### config.mk
export PLATFORM = sky130hd
export DESIGN_NAME = seven_segment_scanner
export DESIGN_NICKNAME = d
export VERILOG_FILES = /design/src/rtl/seven_seg_pkg.sv /design/src/rtl/bin_to_bcd.sv /design/src/rtl/seven_segment_scanner.sv
export SDC_FILE = /design/constraint.sdc
export NUM_CORES = 1
export LEC_CHECK = 0
export ABC_AREA = 1
export BUFFER_PORTS_ARGS = -buffer_cell sky130_fd_sc_hd__buf_2
export CORE_MARGIN = 2
export CORE_UTILIZATION = 35
export CTS_BUF_LIST = sky130_fd_sc_hd__clkbuf_8
export DETAILED_ROUTE_END_ITERATION = 6
export GPL_TIMING_DRIVEN = 0
export SYNTH_ARGS = -nofsm -noshare
export SYNTH_HDL_FRONTEND = slang
export SYNTH_SLANG_ARGS = --single-unit
### constraint.sdc
create_clock -name clk -period 3.9 [get_ports clk]
set_input_delay 0.585 -clock clk [delete_from_list [all_inputs] [get_ports clk]]
set_output_delay 0.585 -clock clk [all_outputs]
set_load 0.03 [all_outputs]
### src/rtl/seven_seg_pkg.sv
// Shared constants for the seven-segment scanner: conversion FSM states,
// active-low segment patterns and the default refresh divider.
package seven_seg_pkg;

  localparam int REFRESH_DIV_DEFAULT = 100000;

  typedef enum logic [1:0] {
    ST_IDLE  = 2'd0,
    ST_CONV  = 2'd1,
    ST_LATCH = 2'd2
  } conv_state_t;

  localparam logic [13:0] MAX_DISPLAY = 14'd9999;

  // Patterns are {g,f,e,d,c,b,a}, a 0 lights the segment.
  localparam logic [6:0] SEG_0     = 7'h40;
  localparam logic [6:0] SEG_1     = 7'h79;
  localparam logic [6:0] SEG_2     = 7'h24;
  localparam logic [6:0] SEG_3     = 7'h30;
  localparam logic [6:0] SEG_4     = 7'h19;
  localparam logic [6:0] SEG_5     = 7'h12;
  localparam logic [6:0] SEG_6     = 7'h02;
  localparam logic [6:0] SEG_7     = 7'h78;
  localparam logic [6:0] SEG_8     = 7'h00;
  localparam logic [6:0] SEG_9     = 7'h10;
  localparam logic [6:0] SEG_BLANK = 7'h7F;

  function automatic logic [6:0] seg_pattern(input logic [3:0] digit);
    logic [6:0] pat;
    case (digit)
      4'd0:    pat = SEG_0;
      4'd1:    pat = SEG_1;
      4'd2:    pat = SEG_2;
      4'd3:    pat = SEG_3;
      4'd4:    pat = SEG_4;
      4'd5:    pat = SEG_5;
      4'd6:    pat = SEG_6;
      4'd7:    pat = SEG_7;
      4'd8:    pat = SEG_8;
      4'd9:    pat = SEG_9;
      default: pat = SEG_BLANK;
    endcase
    return pat;
  endfunction

endpackage

### src/rtl/bin_to_bcd.sv
// Sequential double-dabble converter: loads on a change of value, shifts 14
// times, then latches the four BCD digits for display.
module bin_to_bcd
  import seven_seg_pkg::*;
(
  input  logic        clk,
  input  logic        reset,
  input  logic [13:0] value,
  output logic [15:0] bcd_out,
  output logic        busy
);

  conv_state_t state;
  conv_state_t state_next;

  logic [13:0] last_value;
  logic [13:0] shreg;
  logic [15:0] acc;
  logic [15:0] acc_adj;
  logic [3:0]  bit_cnt;
  logic        start;

  // A change that arrives mid-conversion is picked up here once back in IDLE.
  assign start = (value != last_value);
  assign busy  = (state != ST_IDLE);

  always_ff @(posedge clk or negedge reset) begin
    if (!reset) begin
      state <= ST_IDLE;
    end else begin
      state <= state_next;
    end
  end

  always_comb begin
    state_next = state;
    case (state)
      ST_IDLE:  if (start) state_next = ST_CONV;
      ST_CONV:  if (bit_cnt == 4'd13) state_next = ST_LATCH;
      ST_LATCH: state_next = ST_IDLE;
      default:  state_next = ST_IDLE;
    endcase
  end

  always_comb begin
    acc_adj = acc;
    for (int i = 0; i < 4; i++) begin
      if (acc[i*4 +: 4] >= 4'd5) begin
        acc_adj[i*4 +: 4] = acc[i*4 +: 4] + 4'd3;
      end
    end
  end

  always_ff @(posedge clk or negedge reset) begin
    if (!reset) begin
      last_value <= '0;
      shreg      <= '0;
      acc        <= '0;
      bit_cnt    <= '0;
      bcd_out    <= '0;
    end else begin
      case (state)
        ST_IDLE: begin
          if (start) begin
            last_value <= value;
            shreg      <= (value > MAX_DISPLAY) ? MAX_DISPLAY : value;
            acc        <= '0;
            bit_cnt    <= '0;
          end
        end
        ST_CONV: begin
          {acc, shreg} <= {acc_adj[14:0], shreg, 1'b0};
          bit_cnt      <= bit_cnt + 4'd1;
        end
        ST_LATCH: begin
          bcd_out <= acc;
        end
        default: begin
        end
      endcase
    end
  end

endmodule

### src/rtl/seven_segment_scanner.sv
// Four-digit multiplexed seven-segment driver: converts value to BCD and
// scans the digits with leading-zero blanking.
module seven_segment_scanner
  import seven_seg_pkg::*;
#(
  parameter int REFRESH_DIV = REFRESH_DIV_DEFAULT,
  parameter int BLANK_LZ    = 1
) (
  input  logic        clk,
  input  logic        reset,
  input  logic [13:0] value,
  output logic [6:0]  seg,
  output logic [3:0]  an,
  output logic        dp,
  output logic        busy
);

  localparam int CW = (REFRESH_DIV > 1) ? $clog2(REFRESH_DIV) : 1;
  localparam logic [CW-1:0] DIV_LAST = CW'(REFRESH_DIV - 1);

  logic [15:0]   digits;
  logic [CW-1:0] div_cnt;
  logic [1:0]    sel;
  logic [3:0]    cur_digit;
  logic [3:0]    lz;
  logic [6:0]    seg_next;
  logic [3:0]    an_next;

  bin_to_bcd u_conv (
    .clk     (clk),
    .reset   (reset),
    .value   (value),
    .bcd_out (digits),
    .busy    (busy)
  );

  assign dp = 1'b1;

  always_ff @(posedge clk or negedge reset) begin
    if (!reset) begin
      div_cnt <= '0;
      sel     <= 2'd0;
    end else if (div_cnt == DIV_LAST) begin
      div_cnt <= '0;
      sel     <= sel + 2'd1;
    end else begin
      div_cnt <= div_cnt + 1'b1;
    end
  end

  // lz[k] is set when digit k and every digit above it are zero; digit 0 never blanks.
  always_comb begin
    lz    = 4'b0000;
    lz[3] = (digits[15:12] == 4'd0);
    lz[2] = lz[3] && (digits[11:8] == 4'd0);
    lz[1] = lz[2] && (digits[7:4] == 4'd0);
  end

  always_comb begin
    cur_digit = digits[3:0];
    case (sel)
      2'd1:    cur_digit = digits[7:4];
      2'd2:    cur_digit = digits[11:8];
      2'd3:    cur_digit = digits[15:12];
      default: cur_digit = digits[3:0];
    endcase
  end

  always_comb begin
    an_next  = ~(4'b0001 << sel);
    seg_next = seg_pattern(cur_digit);
    if ((BLANK_LZ != 0) && lz[sel]) begin
      seg_next = SEG_BLANK;
    end
  end

  always_ff @(posedge clk or negedge reset) begin
    if (!reset) begin
      seg <= SEG_BLANK;
      an  <= 4'hF;
    end else begin
      seg <= seg_next;
      an  <= an_next;
    end
  end

endmodule

==> metrics.txt <==
# TYPE chip_impl_metric gauge
chip_impl_metric{name="drt_via_density",unit=""} 4.64
chip_impl_metric{name="core.rowCount",unit=""} 44
chip_impl_metric{name="floorplan.initialDensity",unit="%"} 35.5
chip_impl_metric{name="boundaryPins",unit=""} 29
chip_impl_info{name="yosysTopAreaCell",value="dfrtp_1"} 1
chip_impl_metric{name="drt.antenna.violating_nets",unit=""} 0
chip_impl_metric{name="critPathMaxFanout",unit=""} 6
chip_impl_metric{name="clkPwrFrac",unit="%"} 18.0
chip_impl_metric{name="post_cts_resized",unit=""} 0
chip_impl_metric{name="dpl-instance-area",unit="mm^2"} 0.00550
chip_impl_metric{name="diodes",unit=""} 0
chip_impl_metric{name="core_region_area",unit="mm^2"} 0.0144
chip_impl_metric{name="slew-limit-headroom",unit="%"} 62.3
chip_impl_info{name="min-delay-path-class",value="in -> async"} 1
chip_impl_metric{name="period_minus_slack",unit="ns"} 2.18
chip_impl_metric{name="buffer_levels_on_the_longest_clock_path",unit=""} 2
chip_impl_metric{name="power-per-cell-area",unit="mW/mm^2"} 730
chip_impl_metric{name="worst_slew_pin_tran",unit="ns"} 0.566
chip_impl_metric{name="die_height",unit="um"} 125
chip_impl_metric{name="synthesized_instance_count",unit=""} 655
chip_impl_metric{name="place_hpwl",unit="um"} 7290
chip_impl_metric{name="power_switching_share",unit="%"} 41.4
chip_impl_metric{name="placement.io_buffers",unit=""} 27
chip_impl_metric{name="total_length_of_routed_wires",unit="um"} 10300
chip_impl_metric{name="vdd_drop_max",unit="mV"} 0.334
chip_impl_metric{name="internal_power",unit="mW"} 2.45
chip_impl_metric{name="timing.critical_path.required",unit="ns"} 4.21
chip_impl_metric{name="design_area",unit="mm^2"} 0.00573
chip_impl_metric{name="antenna_found_initial",unit=""} 0
chip_impl_info{name="crit_path_end_kind",value="flop"} 1
chip_impl_metric{name="power.switching",unit="mW"} 1.73
chip_impl_metric{name="fp.dieW",unit="um"} 125
chip_impl_metric{name="first_global_vias",unit=""} 3932
chip_impl_metric{name="drv_slew",unit=""} 0
chip_impl_metric{name="grtUsageTotal",unit="%"} 14.1
chip_impl_info{name="synth_area_leaders",value="dfrtp_1 (42%), nand2_1 (14%), inv_1 (6.2%)"} 1
chip_impl_metric{name="vias",unit=""} 4099
chip_impl_metric{name="power.static_leakage",unit="nW"} 2.94
chip_impl_metric{name="ys_warn_count",unit=""} 0
chip_impl_metric{name="finish.cell_count_without_fillers",unit=""} 883
chip_impl_metric{name="syn_area_per_cell",unit="um^2"} 7.79
chip_impl_metric{name="synth_async_reset_ratio",unit="%"} 100
chip_impl_metric{name="total_cts_buffers",unit=""} 9
chip_impl_metric{name="grt_pass1_wl",unit="um"} 18300
chip_impl_metric{name="pre_cts_slack",unit="ns"} 1.78
chip_impl_metric{name="power.share.sequential",unit="%"} 39.7
chip_impl_metric{name="grt_start_max_net_pins",unit=""} 60
chip_impl_info{name="clock_tree_from_tritoncts",value="yes"} 1
chip_impl_metric{name="worst_skew_pair.late_latency",unit="ns"} 0.38
chip_impl_metric{name="first_pass_iters",unit=""} 4
chip_impl_info{name="layout_commonest_cell",value="nand2_1"} 1
chip_impl_metric{name="synth_seq_cells",unit=""} 96
chip_impl_metric{name="max_clock_freq",unit="MHz"} 458
chip_impl_metric{name="ctsHtreeMaxLevel",unit=""} 3
chip_impl_metric{name="synth-edff-count",unit=""} 0
chip_impl_metric{name="hold_vio_cnt_final",unit=""} 0
chip_impl_metric{name="fin_crit_share",unit="%"} 55.9
chip_impl_info{name="run_status",value="completed"} 1
chip_impl_metric{name="setup_ws_post_layout",unit="ns"} 1.72
chip_impl_metric{name="wire_per_inst",unit="um"} 11.6
chip_impl_metric{name="finClkSkew",unit="ns"} 0.00557
chip_impl_metric{name="placed_cells_incl_taps",unit=""} 867
chip_impl_metric{name="timing.final.setup_violations",unit=""} 0
chip_impl_info{name="synth-main-ff-cell",value="dfrtp_1"} 1
chip_impl_metric{name="num-nets-final",unit=""} 729
chip_impl_info{name="crit_type",value="reg -> reg"} 1
chip_impl_metric{name="drt_first_iter_violations",unit=""} 290
chip_impl_metric{name="cts_hold_repair.buffers",unit=""} 0
chip_impl_metric{name="drt_drc_violations_left",unit=""} 0
chip_impl_info{name="cp-start-kind",value="flop"} 1
chip_impl_metric{name="netlist-cell-type-count",unit=""} 34
chip_impl_metric{name="clk_pin_slew_worst_paths",unit="ns"} 0.10
chip_impl_metric{name="combPwrFrac",unit="%"} 42.4
chip_impl_metric{name="cp.arrival",unit="ns"} 2.49
chip_impl_info{name="cts_root_buffer",value="clkbuf_8"} 1
chip_impl_metric{name="full_die_area",unit="mm^2"} 0.0156
chip_impl_metric{name="count_of_max_cap_constraint_violations",unit=""} 0
chip_impl_info{name="unrepaired_setup_endpoints_after_global_routing",value="no"} 1
chip_impl_metric{name="synth_largest_type_area_fraction",unit="%"} 41.7
chip_impl_metric{name="sequential_element_share_of_the_synthesized_area",unit="%"} 47.3
chip_impl_metric{name="setup_total_negative_slack",unit="ns"} 0
chip_impl_metric{name="clock_sinks",unit=""} 96
chip_impl_metric{name="core_util_final",unit="%"} 39.9
chip_impl_metric{name="areaGrowthSynthToFinish",unit="%"} 12.2
chip_impl_metric{name="final_layout_size_suffix_gt1_share",unit="%"} 11.6
chip_impl_metric{name="syn-num-nets",unit=""} 690
chip_impl_metric{name="globalRoute.totalOverflow",unit=""} 0
chip_impl_info{name="mostFrequentLayoutCells",value="nand2_1 (189), dfrtp_1 (85), inv_1 (84)"} 1
chip_impl_metric{name="place.gp.congestion",unit=""} 0.812
chip_impl_metric{name="syn-cell-area",unit="mm^2"} 0.00510
chip_impl_metric{name="cts_post_setup_buffers_inserted",unit=""} 0
[Yosys cell counts (6+ instances only)]
| library cell | instances |
|---|---|
| a21oi_1 | 29 |
| clkbuf_1 | 6 |
| dfrtp_1 | 85 |
| dfstp_2 | 11 |
| ha_1 | 19 |
| inv_1 | 84 |
| nand2_1 | 189 |
| nand3_1 | 61 |
| nor2_1 | 50 |
| nor3_1 | 6 |
| o21ai_0 | 52 |
| xor2_1 | 12 |
[critical path, stage by stage, from the launching register on]
cell,delay (ns)
dfrtp_1,0.42
inv_1,0.19
ha_1,0.26
inv_1,0.10
o21ai_1,0.34
inv_1,0.15
ha_1,0.20
or2_2,0.31
nand3_1,0.08
nand2_1,0.07
[power groups by stage]
| stage | registers (mW) | logic [mW] | clock network (mW) |
|---|---|---|---|
| 3_3_place_gp | 1.68 | 1.77 | 0 |
| 4_1_cts | 1.66 | 1.80 | 0.779 |
| 5_1_grt | 1.71 | 2.07 | 0.826 |
| 3_5_place_dp | 1.68 | 1.80 | 0 |
| 2_1_floorplan | 1.69 | 1.34 | 0 |
| 6_report | 1.66 | 1.77 | 0.751 |
[cell families after synthesis]
logic type / synth area share [%]
XOR/XNOR: 2.57
other: 0.0735
adder cells (fa/ha/maj): 4.66
AND/OR/NAND/NOR: 27.6
AO/OA/AOI/OAI: 8.95
flip-flops: 47.3
buffers and inverters: 8.82
[state kept, by name, indices dropped and copies added, names as in the netlist]
signal and flops:
u_conv.acc 16, u_conv.state 2, u_conv.bcd_out 16, an 4, div_cnt 17, u_conv.last_value 14, u_conv.bit_cnt 4, sel 2
seg 7, u_conv.shreg 14
[metal layers]
layer	part of all wire (%)	global-route usage (%)	vias up	wire length, um
li1	-	-	2150	-
met1	50	18.9	1857	5110
met2	44	22.4	79	4560
met3	4.3	4.38	13	444
met4	1.3	3.37	0	137
met5	0	0	-	0
[area by class of cell]
| type | instances | area [um^2] |
|---|---|---|
| clock inverter | 6 | 90.1 |
| buffer | 20 | 128 |
| tap | 184 | 230 |
| multi-input combinational | 453 | 2240 |
| fill | 1450 | 8640 |
| inverter | 86 | 323 |
| sequential | 96 | 2420 |
| timing repair buffer | 28 | 165 |
| clock buffer | 10 | 138 |
[per-stage QoR]
stage / total power, mW / hold slack [ns]
after floorplan: 3.03 / 0.289
after CTS: 4.24 / 0.160
after global routing: 4.61 / 0.189
after global placement: 3.45 / 0.449
final: 4.18 / 0.163
after detailed placement: 3.47 / 0.449
[worst paths after layout]
check / startpoint / slack [ns] / depth (start not counted) / endpoint
worst max-delay path: sel[0]$_DFFE_PN0N_ / 1.72 / 9 / seg[5]$_DFF_PN1_
worst min-delay path: reset / 0.16 / 1 / sel[0]$_DFFE_PN0N_
worst max register to register: sel[0]$_DFFE_PN0N_ / 1.72 / 9 / seg[5]$_DFF_PN1_
worst min register to register: div_cnt[0]$_DFF_PN0_ / 0.46 / 1 / div_cnt[0]$_DFF_PN0_
max in group asynchronous: reset / 3.08 / 2 / u_conv.last_value[9]$_DFFE_PN0P_
min in group clk: div_cnt[0]$_DFF_PN0_ / 0.46 / 1 / div_cnt[0]$_DFF_PN0_
Note: power is estimated with default switching activity, not from simulation.
